`config.mk`:
```
export PLATFORM = sky130hd
export DESIGN_NAME = layer_axis_tx
export DESIGN_NICKNAME = d
export VERILOG_FILES = /design/src/rtl/layer_axis_tx_pkg.sv /design/src/rtl/layer_axis_tx_argmax_track.sv /design/src/rtl/layer_axis_tx.sv
export SDC_FILE = /design/constraint.sdc
export NUM_CORES = 1
export LEC_CHECK = 0
export ABC_AREA = 1
export CORE_ASPECT_RATIO = 0.5
export CORE_MARGIN = 3
export CORE_UTILIZATION = 45
export DETAILED_ROUTE_END_ITERATION = 12
export GPL_ROUTABILITY_DRIVEN = 0
export PLACE_DENSITY = 0.65
export SKIP_CTS_REPAIR_TIMING = 1
export SLEW_MARGIN = 20
export SYNTH_ARGS = -nofsm -noshare
export SYNTH_HDL_FRONTEND = slang
export SYNTH_HIERARCHICAL = 1
export SYNTH_SLANG_ARGS = --single-unit
```
`constraint.sdc`:
```
create_clock -name clk -period 5.2 [get_ports clk]
set_input_delay 0.78 -clock clk [delete_from_list [all_inputs] [get_ports clk]]
set_output_delay 0.78 -clock clk [all_outputs]
set_load 0.01 [all_outputs]
```
`src/rtl/layer_axis_tx_pkg.sv`:
```
// rtl/layer_axis_tx_pkg.sv - shared types and sizing helpers for the layer AXI-Stream transmitter
package layer_axis_tx_pkg;

  localparam int NN_DEFAULT         = 4;
  localparam int DATA_WIDTH_DEFAULT = 16;

  typedef enum logic {
    ST_IDLE = 1'b0,
    ST_SEND = 1'b1
  } state_t;

  // Beat counter / argmax index width; never narrower than one bit.
  function automatic int idx_width(input int n);
    return (n > 1) ? $clog2(n) : 1;
  endfunction

endpackage

```
`src/rtl/layer_axis_tx_argmax_track.sv`:
```
// rtl/layer_axis_tx_argmax_track.sv - running signed max and index over the beats of one packet
module layer_axis_tx_argmax_track #(
  parameter int DATA_WIDTH = 16,
  parameter int IDXW       = 2
) (
  input  logic                  clk,
  input  logic                  rst,
  input  logic                  clear,
  input  logic                  update,
  input  logic                  done,
  input  logic [DATA_WIDTH-1:0] value,
  input  logic [IDXW-1:0]       idx,
  output logic [IDXW-1:0]       max_idx,
  output logic                  max_valid
);

  logic signed [DATA_WIDTH-1:0] run_max;
  logic [IDXW-1:0]              run_idx;
  logic                         take;
  logic [IDXW-1:0]              next_idx;

  // The first beat of a packet always seeds the max; afterwards only a
  // strictly greater value replaces it, so ties keep the lower index.
  always_comb begin
    take     = clear || ($signed(value) > run_max);
    next_idx = take ? idx : run_idx;
  end

  always_ff @(posedge clk or posedge rst) begin
    if (rst) begin
      run_max   <= '0;
      run_idx   <= '0;
      max_idx   <= '0;
      max_valid <= 1'b0;
    end else begin
      max_valid <= 1'b0;
      if (update) begin
        if (take) begin
          run_max <= $signed(value);
          run_idx <= idx;
        end
        if (done) begin
          max_idx   <= next_idx;
          max_valid <= 1'b1;
        end
      end
    end
  end

endmodule

```
`src/rtl/layer_axis_tx.sv`:
```
// rtl/layer_axis_tx.sv - serializes the final layer output vector onto an AXI-Stream master and tracks its argmax
module layer_axis_tx
  import layer_axis_tx_pkg::*;
#(
  parameter int  NN         = NN_DEFAULT,
  parameter int  DATA_WIDTH = DATA_WIDTH_DEFAULT,
  localparam int IDXW       = idx_width(NN)
) (
  input  logic                     clk,
  input  logic                     rst,
  input  logic                     x_valid,
  input  logic [NN*DATA_WIDTH-1:0] x_in,
  output logic [DATA_WIDTH-1:0]    axis_out_data,
  output logic                     axis_out_valid,
  input  logic                     axis_out_ready,
  output logic                     axis_out_last,
  output logic [IDXW-1:0]          max_idx,
  output logic                     max_valid,
  output logic                     overflow,
  output logic                     busy
);

  localparam logic [IDXW-1:0] LAST_LANE = IDXW'(NN - 1);
  localparam logic            ONE_LANE  = (NN == 1);

  state_t                  state;
  logic [NN*DATA_WIDTH-1:0] hold;
  logic [NN*DATA_WIDTH-1:0] pend;
  logic                    pend_full;
  logic [IDXW-1:0]         cnt;
  logic [IDXW-1:0]         next_cnt;
  logic                    fire;
  logic                    final_fire;

  always_comb begin
    fire       = axis_out_valid && axis_out_ready;
    final_fire = fire && (cnt == LAST_LANE);
    next_cnt   = cnt + IDXW'(1);
  end

  always_ff @(posedge clk or posedge rst) begin
    if (rst) begin
      state          <= ST_IDLE;
      hold           <= '0;
      pend           <= '0;
      pend_full      <= 1'b0;
      cnt            <= '0;
      axis_out_data  <= '0;
      axis_out_valid <= 1'b0;
      axis_out_last  <= 1'b0;
      overflow       <= 1'b0;
    end else begin
      case (state)
        ST_IDLE: begin
          if (x_valid) begin
            hold           <= x_in;
            cnt            <= '0;
            axis_out_data  <= x_in[DATA_WIDTH-1:0];
            axis_out_valid <= 1'b1;
            axis_out_last  <= ONE_LANE;
            state          <= ST_SEND;
          end
        end
        ST_SEND: begin
          if (final_fire) begin
            // Packet boundary: chain the next vector with no idle beat.
            if (pend_full) begin
              hold          <= pend;
              axis_out_data <= pend[DATA_WIDTH-1:0];
              cnt           <= '0;
              axis_out_last <= ONE_LANE;
              if (x_valid) pend <= x_in;
              else         pend_full <= 1'b0;
            end else if (x_valid) begin
              hold          <= x_in;
              axis_out_data <= x_in[DATA_WIDTH-1:0];
              cnt           <= '0;
              axis_out_last <= ONE_LANE;
            end else begin
              state          <= ST_IDLE;
              axis_out_valid <= 1'b0;
              axis_out_last  <= 1'b0;
              cnt            <= '0;
            end
          end else begin
            if (fire) begin
              cnt           <= next_cnt;
              axis_out_data <= hold[next_cnt*DATA_WIDTH +: DATA_WIDTH];
              axis_out_last <= (next_cnt == LAST_LANE);
            end
            if (x_valid) begin
              if (!pend_full) begin
                pend      <= x_in;
                pend_full <= 1'b1;
              end else begin
                overflow <= 1'b1;
              end
            end
          end
        end
        default: state <= ST_IDLE;
      endcase
    end
  end

  assign busy = (state == ST_SEND) || pend_full;

  layer_axis_tx_argmax_track #(
    .DATA_WIDTH (DATA_WIDTH),
    .IDXW       (IDXW)
  ) u_argmax (
    .clk       (clk),
    .rst       (rst),
    .clear     (cnt == '0),
    .update    (fire),
    .done      (final_fire),
    .value     (axis_out_data),
    .idx       (cnt),
    .max_idx   (max_idx),
    .max_valid (max_valid)
  );

endmodule

```
# Yosys cells after proc, flatten, opt, wreduce, memory -nomap -nowiden
# Cells that the tools add are included.
[word_totals] reg_bits=172 word_cells=77 memories=0 mem_bits_ro=0 latchBits=0 input_bits=68 mem_bits_rw=0 output_inout_bits=23
[classes] magnitude_cmp=1 n_reduce_logical=13 n_mul=0 addsub=1 shift=1 n_div=0 n_eq_ne=10 n_mux=36 bitwise=2
[ops] operator="2-to-1 mux 64 bit" n=8
[ops] operator="case mux 64 bit (2 select lines)" n=1
[ops] operator="2-to-1 mux 16 bit" n=4
[ops] operator="indexed part select 64 x 7 -> 16 bit" n=1
[ops] operator="case mux 16 bit (2 select lines)" n=1
[ops] operator="greater-than comparator 16 bit" n=1
[ops] operator="2-to-1 mux 1 bit" n=14
[ops] operator="inequality test 2 bit (second input constant)" n=5
[ops] operator="2-to-1 mux 2 bit" n=4
[ops] operator="AND reduction 2 bit" n=4
[ops] operator="AND reduction 4 bit" n=2
[ops] operator="case mux 1 bit (2 select lines)" n=3
[ops] operator="AND reduction 5 bit" n=1
[ops] operator="equality test 2 bit (second input constant)" n=2
[ops] operator="inequality test 2 x 1 -> 1 bit (second input constant)" n=2
[ops] operator="case mux 2 bit (2 select lines)" n=1
[ops] operator="inequality test 3 x 1 -> 1 bit (second input constant)" n=1
[ops] operator="adder 2 x 1 -> 2 bit (second input constant)" n=1
[ops] operator="logical AND 1 bit" n=2
[ops] operator="zero test 2 bit" n=1
[ops] operator="logical OR 1 bit" n=2
[ops] operator="inverter 1 bit" n=2
[ops] operator="nonzero test 2 bit" n=1

# Longest topological paths before layout
# Gate-level depths: netlist of run 1.
[depth] ltp_word=5 depth_mapped=17 mapped_depth_nobuf=16

# Cells and area by module
# Netlist of run 1, hierarchy kept.
[by_module_without_submodules] module="layer_axis_tx" instances=1 seq_area_each_um2=3778.6 cells_each=1170 area_each_um2=8733.4
[by_module_without_submodules] module="layer_axis_tx_argmax_track" instances=1 seq_area_each_um2=525.5 cells_each=181 area_each_um2=1373.8

# Worst setup path after synthesis of run 1
# OpenSTA, ideal clock, no wires.
[synth_timing] path_kind="flip-flop to flip-flop" from="reg cnt[0]" to="reg axis_out_data[14]" t_arrival_ps=1923 required_ps=5135 setup_ps=65 period_less_slack_ps=1988 path_buffers=4 slack_ps=3212 stages_incl_launch_ff=14 cell_sequence="dfrtp_1 buf_2 clkinv_1 buf_2 ha_1 buf_2 inv_1 buf_2 nand3_1 nand2_1 nand2_1 nand2_1 nand2_1 nand2_1"
[synth_between] elab_chain_len=5 elab_cells_between_ends=8 classes_between="1 x add/sub; 2 x eq/ne; 1 x shift; 3 x mux; 1 x reduce/logical"
[synth_lines] element="start, declared" line="layer_axis_tx.sv:30" text="logic [IDXW-1:0] cnt;"
[synth_lines] element="start signal, assigned" line="layer_axis_tx.sv:87" text="cnt <= next_cnt;"
[synth_lines] element="adder 2 x 1 -> 2 bit" line="layer_axis_tx.sv:38" text="next_cnt = cnt + IDXW'(1);"
[synth_lines] element="indexed part select 64 x 7 -> 16 bit" line="layer_axis_tx.sv:88" text="axis_out_data <= hold[next_cnt*DATA_WIDTH +: DATA_WIDTH];"
[synth_lines] element="2-to-1 mux 16 bit" line="layer_axis_tx.sv:86" text="if (fire) begin"
[synth_lines] element="2-to-1 mux 16 bit" line="layer_axis_tx.sv:65" text="if (final_fire) begin"
[synth_lines] element="case mux 16 bit (2 select lines)" line="layer_axis_tx.sv:53" text="case (state)"
[synth_lines] element="end signal, assigned" line="layer_axis_tx.sv:58" text="axis_out_data <= x_in[DATA_WIDTH-1:0];"
[synth_lines] element="end signal, assigned" line="layer_axis_tx.sv:69" text="axis_out_data <= pend[DATA_WIDTH-1:0];"
[synth_lines] element="end signal, assigned" line="layer_axis_tx.sv:88"
[synth_lines] element="end, declared" line="layer_axis_tx.sv:13" text="output logic [DATA_WIDTH-1:0] axis_out_data,"
# Several ways; a longest one is shown, not always the timed one. The select of a mux whose other input is x is not followed.
# A chain may end at the register's enable or synchronous reset.

# Worst setup path in the final report of run 1
[layout_timing] from="reg state" to="out busy"
[layout_between] elab_chain_len=1
[layout_lines] element="start, declared" line="layer_axis_tx.sv:26" text="state_t state;"
[layout_lines] element="start signal, assigned" line="layer_axis_tx.sv:43" text="state <= ST_IDLE;"
[layout_lines] element="start signal, assigned" line="layer_axis_tx.sv:61" text="state <= ST_SEND;"
[layout_lines] element="start signal, assigned" line="layer_axis_tx.sv:80" text="state <= ST_IDLE;"
[layout_lines] element="logical OR 1 bit" line="layer_axis_tx.sv:106" text="assign busy = (state == ST_SEND) || pend_full;"
[layout_lines] element="end, declared" line="layer_axis_tx.sv:20" text="output logic busy"
# Every way passes these cells.

==> results of run 1 <==
[registers in the layout (all words and copies together), names as in the netlist]
name	cells
hold	64
pend	64
axis_out_data	16
u_argmax/run_max	16
cnt	2
u_argmax/max_idx	2
u_argmax/run_idx	2
axis_out_last	1
axis_out_valid	1
overflow	1
pend_full	1
state	1
u_argmax/max_valid	1
[critical path, delay by kind of cell, from the launching register on]
family | cells | cell delay (ns)
buffers and inverters | 3 | 1.29
and+or+nand+nor | 1 | 0.09
DFF | 1 | 0.93
[per-stage QoR]
stage               hold slack (ns)  setup WS (ns)  cell area, µm²  utilization  power (W)
finish                        0.472           1.65           11500        0.525    0.00591
global route                  0.488           1.52           11500        0.525    0.00638
CTS                           0.475           1.71           11500        0.524    0.00590
detailed placement            0.459           1.31           10900        0.499    0.00468
global placement              0.454           1.39           10900        0.499    0.00459
floorplan                     0.442          0.355           10100            -    0.00388
[metal layers]
layer  vias to the layer above  GRT usage  share of wire
met4                         0     0.0681          0.017
li1                       4394          -              -
met2                       306      0.362           0.44
met3                        35     0.0559          0.068
met1                      4438      0.354           0.48
met5                         -          0              0
[area by class of cell]
class                   instances  area, µm²
repair buffers                102       1000
clock buffers                  20        457
clock inverters                12       88.8
well taps                     300        375
inverters                     125        477
flip-flops and latches        172       4300
fillers                      2153      10400
multi-input cells             965       4770
[placed cells by master (no fill, tap or decap), types with 8 or more instances in the layout]
| cell | count |
|---|---|
| nand2_1 | 528 |
| dfrtp_1 | 172 |
| nand3_1 | 152 |
| inv_1 | 120 |
| clkdlybuf4s50_1 | 89 |
| o21ai_0 | 73 |
| o211ai_1 | 63 |
| nand3_2 | 50 |
| nor2_1 | 37 |
| ha_1 | 19 |
| clkbuf_16 | 17 |
| o21ai_1 | 12 |
| buf_4 | 10 |
| nand2_4 | 8 |
[how the worst max path moves through the flow]
stage	endpoint	slack (ns)	depth (start not counted)
after CTS	busy	1.71	4
after floorplan	axis_out_data[0]	0.36	1
after global routing	pend[0]	1.52	8
after detailed placement	pend[34]	1.31	8
final	busy	1.65	4
after global placement	pend[6]	1.39	8
[power by group through the flow]
stage               Combinational (W)  Sequential, W  Clock [W]
floorplan                     0.00168        0.00220          0
global placement              0.00233        0.00227          0
detailed placement            0.00240        0.00228          0
CTS                           0.00241        0.00227    0.00122
global route                  0.00276        0.00234    0.00129
finish                        0.00243        0.00227    0.00121
[cells by family after synthesis]
group	after synthesis	synth area share
compound gates	161	0.0987
flops	172	0.426
simple gates	785	0.349
fa+ha+maj	19	0.0235
buf+inv	214	0.103
==> metrics.cfg, run 1 <==
[floorplan]
core-area_mm2=0.0219
dieArea_mm2=0.0244
die_h_um=112
top_level_ports=91
dieWidth_um=218
row_count=38
start_util=0.462

[power_and_ir_drop]
intPower_w=0.00339
pwr-share-comb=0.411
swShare=0.427
p_leak_nw=5.54
power_density_mw_per_mm2=515
ir_worst_vdd_mv=0.210
clockPowerShare=0.205
p_switching_w=0.00252
pwr-share-seq=0.384

[global_routing]
grt_pass1_vias=8932
grtUsageTotal=0.243
grt_max_degree=116
antenna_found_initial=0
grt_pass1_wl_mm=47.4
grt-ovfl-total=0

[cells_and_area]
diodes=0
syn2layout_area_growth_pct=13.5
nets=1470
stdcell_count=1696
drive_gt1_frac=0.0845

[synth]
synth_edf_count=0
yosysMostFrequentCell=nand2_1
avgSynthCellArea_um2=7.48
synthCells=1351
ys_top_cells_by_count=nand2_1, dfrtp_1, nand3_1, inv_1, o21ai_0
async_flop_share=1.00
yosysWarnings=6
synth-seq-cells=172
ys.flop_type=dfrtp_1
yosysSeqAreaShare=0.426
netlist.top_cell.by_area=dfrtp_1
yosys.cell_types.count=32
synth_top_area_frac=0.426
synth_nets=1438
mappedNetlistArea_mm2=0.0101
synthTopCellsByArea=dfrtp_1, nand2_1, nand3_1

[placed_design]
numPortBuffers=90
dp_hpwl_mm=18.3
dp.cells=1664

[timing]
setup_violations=0
clock_skew_ns=0.0114
period_share=0.682
max_freq_mhz=282
timing.slew.headroom=0.274
fin_crit_ns=3.55
slew_viol_final=0
worstMarginPinSlew_ns=1.09
hold_viol=0
fin_setup_tns_ns=0
rsz0062_at_grt=no

[cts]
cts_tree=done
cts_num_sinks=172
insertion_delay_ns=0.44
cts_root_buf=clkbuf_16
cts.clk_slew.worst_paths_ns=0.07
htree_levels=4
clockBufferDepth=2
numCtsBuffers=17

[routing]
routedWlPerCell_um=16.8
viasPerCell=5.41
route.antenna.remaining_nets=0
wirelength_mm=28.5
dr.pass1.iters=7
vias=9173
drt_iter0_drc=975
drc=0

[worst_hold_path]
holdPathEnd=u_argmax/run_max[1]
worstHoldStart=u_argmax/run_max[1]
whs_path_depth=2
min_path_type=reg -> reg

[critical_path]
reg2reg_setup_slack_ns=2.05
max_stage_delay_ns=0.93
timing.rr.start=cnt[0]
reg2reg_depth=7
cpMaxStageDelayCell=dfrtp_1
worst_setup_path_start_kind=register
cp.required_ns=4.42
cp_cell_sequence=inv_1, buf_4, nand2_1, clkdlybuf4s50_1
endpoint_kind=primary output
arrival_ns=2.77
worstSetupStartpoint=state
crit_path_max_fanout=23
crit_type=reg -> out
timing.rr.end=pend[58]

[flow_run]
cap_violations=0

[status]
status=finished, final reports clean

Power figures use the tool's default switching activity.
==> inputs of run 2 (changes only) <==
==> constraint.sdc (replaced) <==
create_clock -name clk -period 3.3 [get_ports clk]
set_input_delay 0.495 -clock clk [delete_from_list [all_inputs] [get_ports clk]]
set_output_delay 0.495 -clock clk [all_outputs]
set_load 0.01 [all_outputs]
==> run 2 against run 1 <==
Total power increased by 61%. Sequential power is 58% higher. Cell count up 0.47%. Global-route usage down 0.25 points. Cell area increased by 1.5%. Clock skew decreased by 0.0011 ns. Critical path depth stayed put. Sequential share of layout area is 0.55 points lower. Register-to-register slack lost 1.1 ns. Hold slack got worse by 0.012 ns. Utilization grew 0.78 points. Highest routed layer unchanged.
==> metrics.cfg, run 2 (same netlist as run 1, synthesis figures left out) <==
[critical_path]
worst_setup_path_start_kind=register  ; unchanged
endpoint_kind=primary output  ; unchanged
timing.rr.end=u_argmax/run_idx[1]  ; was pend[58]
worstSetupStartpoint=state  ; unchanged
cp.required_ns=2.80  ; was 4.42 ns
reg2reg_depth=14  ; was 7
reg2reg_setup_slack_ns=0.97  ; was 2.05 ns
cpMaxStageDelayCell=clkdlybuf4s50_1  ; was dfrtp_1
timing.rr.start=axis_out_data[11]  ; was cnt[0]
crit_path_end=busy  ; unchanged
arrival_ns=2.09  ; was 2.77 ns
crit_path_max_fanout=22  ; was 23
crit_type=reg -> out  ; unchanged
cp_cell_sequence=buf_4, inv_1, nand2_1, clkdlybuf4s50_1  ; was inv_1, buf_4, nand2_1, clkdlybuf4s50_1
max_stage_delay_ns=0.51  ; was 0.93 ns

[placed_design]
dpl-instance-area_mm2=0.0111  ; was 0.0109 mm²
numPortBuffers=90  ; unchanged
dp.cells=1673  ; was 1664
dp_hpwl_mm=18.9  ; was 18.3 mm

[global_routing]
grt-ovfl-total=0  ; unchanged
grtUsageTotal=0.240  ; was 0.243
antenna_found_initial=0  ; unchanged
grt_pass1_wl_mm=46.9  ; was 47.4 mm
grt_pass1_vias=8756  ; was 8932
grt_max_degree=83  ; was 116

[routing]
drt_iter0_drc=1065  ; was 975
viasPerCell=5.37  ; was 5.41
drc=0  ; unchanged
dr.pass1.iters=6  ; was 7
routedWlPerCell_um=16.7  ; was 16.8 µm
wirelength_mm=28.5  ; about the same
vias=9150  ; was 9173
route.antenna.remaining_nets=0  ; unchanged

[cells_and_area]
drive_gt1_frac=0.0890  ; was 0.0845
seqCellArea_mm2=0.00430  ; unchanged
layout_commonest_cell=nand2_1  ; unchanged
fin_area_mm2=0.0116  ; was 0.0115 mm²
top_regs=hold x64, pend x64  ; unchanged
diodes=0  ; unchanged
nFillCells=2130  ; was 2153
nets=1479  ; was 1470
stdcell_count=1704  ; was 1696
multi_input_area_mm2=0.00477  ; unchanged
final_cell_mix=nand2_1, dfrtp_1, nand3_1, inv_1, clkdlybuf4s50_1  ; unchanged
syn2layout_area_growth_pct=15.2  ; was 13.5%

[floorplan]
top_level_ports=91  ; unchanged
die_h_um=112  ; unchanged
dieWidth_um=218  ; unchanged
start_util=0.462  ; unchanged
row_count=38  ; unchanged
core-area_mm2=0.0219  ; unchanged
dieArea_mm2=0.0244  ; unchanged

[cts]
htree_levels=4  ; unchanged
clockBufferDepth=2  ; unchanged
cts_num_sinks=172  ; unchanged
cts_tree=done  ; unchanged
cts_root_buf=clkbuf_16  ; unchanged
cts.clk_slew.worst_paths_ns=0.06  ; was 0.07 ns
insertion_delay_ns=0.44  ; about the same
numCtsBuffers=17  ; unchanged

[timing]
hold_viol=0  ; unchanged
setup_violations=0  ; unchanged
fin_crit_ns=2.58
slew_viol_final=0  ; unchanged
worstMarginPinSlew_ns=0.935  ; was 1.09 ns
period_share=0.783
hold_ws_ns=0.460  ; was 0.472 ns
fin_setup_tns_ns=0  ; unchanged
max_freq_mhz=387
clock_skew_ns=0.0103  ; was 0.0114 ns
timing.slew.headroom=0.377  ; was 0.274
rsz0062_at_grt=no  ; unchanged

[power_and_ir_drop]
p_leak_nw=5.62  ; was 5.54 nW
power_density_mw_per_mm2=819  ; was 515 mW/mm²
finalPower_w=0.00953  ; was 0.00591 W
ir_worst_vdd_mv=0.328  ; was 0.210 mV

[flow_run]
cap_violations=0  ; unchanged

[worst_hold_path]
min_path_type=in -> async  ; was reg -> reg

[status]
status=finished, final reports clean  ; unchanged

[run 2: routing by layer]
| layer | global-route usage | up-vias | routed length [µm] |
|---|---|---|---|
| li1 | - | 4417 | - |
| met1 | 0.356 | 4412 | 13500 |
| met2 | 0.369 | 301 | 12800 |
| met3 | 0.0537 | 20 | 1990 |
| met4 | 0.0360 | 0 | 245 |
| met5 | 0 | - | 0 |
[run 2: stage by stage]
step	util	worst slack [ns]
global placement	0.505	0.680
finish	0.532	0.718
floorplan	-	0.902
CTS	0.532	0.721
detailed placement	0.505	0.652
global route	0.532	0.619
[run 2: worst min-delay path by stage]
stage	end	slack (ns)	cells after the start
floorplan	u_argmax/run_max[10]	0.44	2
global placement	pend[1]	0.45	2
detailed placement	u_argmax/run_max[3]	0.46	2
CTS	pend[10]	0.47	2
global route	pend[24]	0.49	2
finish	axis_out_last	0.46	2
[run 2: cell type report]
class,count,area share
inverters,125,0.0408
well taps,300,0.0322
flip-flops and latches,172,0.370
clock buffers,20,0.0384
repair buffers,111,0.0969
clock inverters,11,0.0124
multi-input cells,965,0.410
[run 2: worst max-delay path, delay by kind of cell (launching register included)]
| kind | cells | cell delay (ns) |
|---|---|---|
| simple gates | 1 | 0.13 |
| flops | 1 | 0.36 |
| buf+inv | 3 | 1.16 |
[run 2: power by group]
group / total, W / switching (W) / internal [W]
sequential: 0.00358 / 0.000584 / 0.00300
combinational: 0.00387 / 0.00251 / 0.00136
clock: 0.00209 / 0.000880 / 0.00121
total: 0.00953 / 0.00397 / 0.00556
==> inputs of run 3 (changes only) <==
==> constraint.sdc (replaced) <==
create_clock -name clk -period 2.6 [get_ports clk]
set_input_delay 0.39 -clock clk [delete_from_list [all_inputs] [get_ports clk]]
set_output_delay 0.39 -clock clk [all_outputs]
set_load 0.01 [all_outputs]
==> run 3 against run 2 <==
Critical path depth is 10 higher. Via count is 1.7% higher. Clock-buffer cell count is 1 higher. Cell area is 1.0% higher. Sequential share of layout area is 0.38 points lower. Combinational power is 32% higher. Die area stayed put. Sequential power is 25% higher. First-iteration DRC count is 22% lower. Routed wire length is 1.7% higher. Non-clock buffer count is 10 higher. Critical path type is now reg -> reg. Largest power group unchanged. Highest routed layer unchanged.
==> metrics.cfg, run 3 (same netlist as run 1, synthesis figures left out) <==
[routing]
drt_iter0_drc=831  ; was 1065
vias=9304  ; was 9150
wirelength_mm=29.0  ; was 28.5 mm
routedWlPerCell_um=16.9  ; was 16.7 µm
route.antenna.remaining_nets=0  ; unchanged
viasPerCell=5.43  ; was 5.37
drc=0  ; unchanged
dr.pass1.iters=5  ; was 6

[power_and_ir_drop]
p_leak_nw=5.68  ; was 5.62 nW
p_switching_w=0.00511  ; was 0.00397 W
pwr-share-comb=0.419  ; was 0.405
ir_worst_vdd_mv=0.453  ; was 0.328 mV
swShare=0.419  ; was 0.416
intPower_w=0.00709  ; was 0.00556 W
pwr-share-seq=0.368  ; was 0.376
power_density_mw_per_mm2=1040  ; was 819 mW/mm²
finalPower_w=0.0122  ; was 0.00953 W
clockPowerShare=0.214  ; was 0.219

[timing]
fin_crit_ns=2.27
worstMarginPinSlew_ns=0.818  ; was 0.935 ns
clock_skew_ns=0.0114  ; was 0.0103 ns
fin_setup_tns_ns=0  ; unchanged
rsz0062_at_grt=no  ; unchanged
slew_viol_final=0  ; unchanged
setup_violations=0  ; unchanged
period_share=0.873
max_freq_mhz=440
hold_viol=0  ; unchanged
timing.slew.headroom=0.454  ; was 0.377

[critical_path]
crit_top_cell=nand2_1
timing.rr.start=axis_out_data[7]  ; was axis_out_data[11]
timing.rr.end=u_argmax/run_idx[1]  ; unchanged
cpLargestDelayFamily=simple AND/OR/NAND/NOR gates  ; was buffers and inverters
worst_setup_path_start_kind=register  ; unchanged
crit_type=reg -> reg  ; was reg -> out
arrival_ns=2.61  ; was 2.09 ns
reg2reg_setup_slack_ns=0.33  ; was 0.97 ns
reg2reg_depth=14  ; unchanged
worst-path-stages=14  ; was 4
crit_path_max_fanout=21  ; was 22
max_stage_delay_ns=0.45  ; was 0.51 ns
cp_cell_sequence=ha_1, nand2_1, inv_1, nand3_1, nor2_2, nand2_1, nand2_1, nor2_1, nor2_2, nand2_2, nand2_4, nand2_4, nand2_1, o21ai_2  ; was buf_4, inv_1, nand2_1, clkdlybuf4s50_1
endpoint_kind=register  ; was primary output
cp.required_ns=2.94  ; was 2.80 ns
cpMaxStageDelayCell=dfrtp_1  ; was clkdlybuf4s50_1
critical_path_buf_inv_count=1  ; was 3

[global_routing]
grtUsageTotal=0.245  ; was 0.240
grt-ovfl-total=0  ; unchanged
grt_pass1_wl_mm=47.7  ; was 46.9 mm
met1_usage=0.360  ; was 0.356
busiest_layer=met2  ; unchanged
grt_pass1_vias=8999  ; was 8756
grt_max_degree=115  ; was 83
antenna_found_initial=0  ; unchanged
grt_util_met2=0.365  ; was 0.369
met3_usage=0.0540  ; was 0.0537

[floorplan]
row_count=38  ; unchanged
die_h_um=112  ; unchanged
dieWidth_um=218  ; unchanged
top_level_ports=91  ; unchanged
start_util=0.462  ; unchanged
dieArea_mm2=0.0244  ; unchanged
core-area_mm2=0.0219  ; unchanged

[cells_and_area]
final_core_util=0.538  ; was 0.532
nFillCells=2105  ; was 2130
final_cell_mix=nand2_1, dfrtp_1, nand3_1, inv_1, clkdlybuf4s50_1  ; unchanged
drive_gt1_frac=0.0962  ; was 0.0890
syn2layout_area_growth_pct=16.4  ; was 15.2%
layout_commonest_cell=nand2_1  ; unchanged
nets=1489  ; was 1479
top_regs=hold x64, pend x64  ; unchanged
diodes=0  ; unchanged

[cts]
cts_root_buf=clkbuf_16  ; unchanged
cts.clk_slew.worst_paths_ns=0.06  ; about the same
htree_levels=4  ; unchanged
cts_num_sinks=172  ; unchanged
cts_tree=done  ; unchanged
clockBufferDepth=2  ; unchanged
insertion_delay_ns=0.46  ; was 0.44 ns
numCtsBuffers=17  ; unchanged

[status]
status=finished, final reports clean  ; unchanged

[placed_design]
dp_hpwl_mm=19.2  ; was 18.9 mm
numPortBuffers=90  ; unchanged

[worst_hold_path]
min_path_type=in -> async  ; unchanged

[flow_run]
cap_violations=0  ; unchanged

run 3: changes by cell type in the layout (fill, tap and decap cells not counted), sizes merged:
cell	previous run	this run
buf	22	32
bufinv	3	2
clkbuf	20	21
clkinv	7	5
clkinvlp	2	4
run 3: power groups by stage:
| stage | logic [W] | registers, W | clock network [W] |
|---|---|---|---|
| after floorplan | 0.00336 | 0.00440 | 0 |
| after global placement | 0.00487 | 0.00448 | 0 |
| after detailed placement | 0.00500 | 0.00450 | 0 |
| after CTS | 0.00504 | 0.00447 | 0.00264 |
| after global routing | 0.00575 | 0.00462 | 0.00275 |
| final | 0.00511 | 0.00449 | 0.00260 |
run 3: worst max path at each step:
stage	from	to	slack, ns
6_report	axis_out_data[7]	u_argmax/run_idx[1]	0.33
4_1_cts	state	busy	0.34
2_1_floorplan	rst	axis_out_data[0]	0.31
5_1_grt	axis_out_data[7]	u_argmax/run_max[6]	0.15
3_5_place_dp	axis_out_ready	pend[61]	0.25
3_3_place_gp	axis_out_ready	pend[7]	0.30
run 3: cell type report:
cell class | instances | area, µm² | share of cell area
multi-input combinational | 965 | 4770 | 0.405
sequential | 172 | 4300 | 0.366
timing repair buffer | 121 | 1250 | 0.107
inverter | 125 | 475 | 0.0404
clock buffer | 21 | 470 | 0.0400
tap | 300 | 375 | 0.0319
clock inverter | 10 | 115 | 0.00979
run 3: metrics by stage:
step                      cells  instance area [µm²]  setup WS (ns)  hold WS, ns
after global placement     1683                11200          0.302        0.454
after global routing       1714                11800          0.153        0.428
final                      1714                11800          0.329        0.381
after detailed placement   1683                11200          0.249        0.458
after CTS                  1714                11800          0.344        0.388
after floorplan            1351                10100          0.307        0.367
run 3: layer usage:
layer,vias to the layer above,routed length [µm]
li1,4440,-
met1,4514,13600
met2,312,12800
met3,38,2080
met4,0,486
met5,-,0
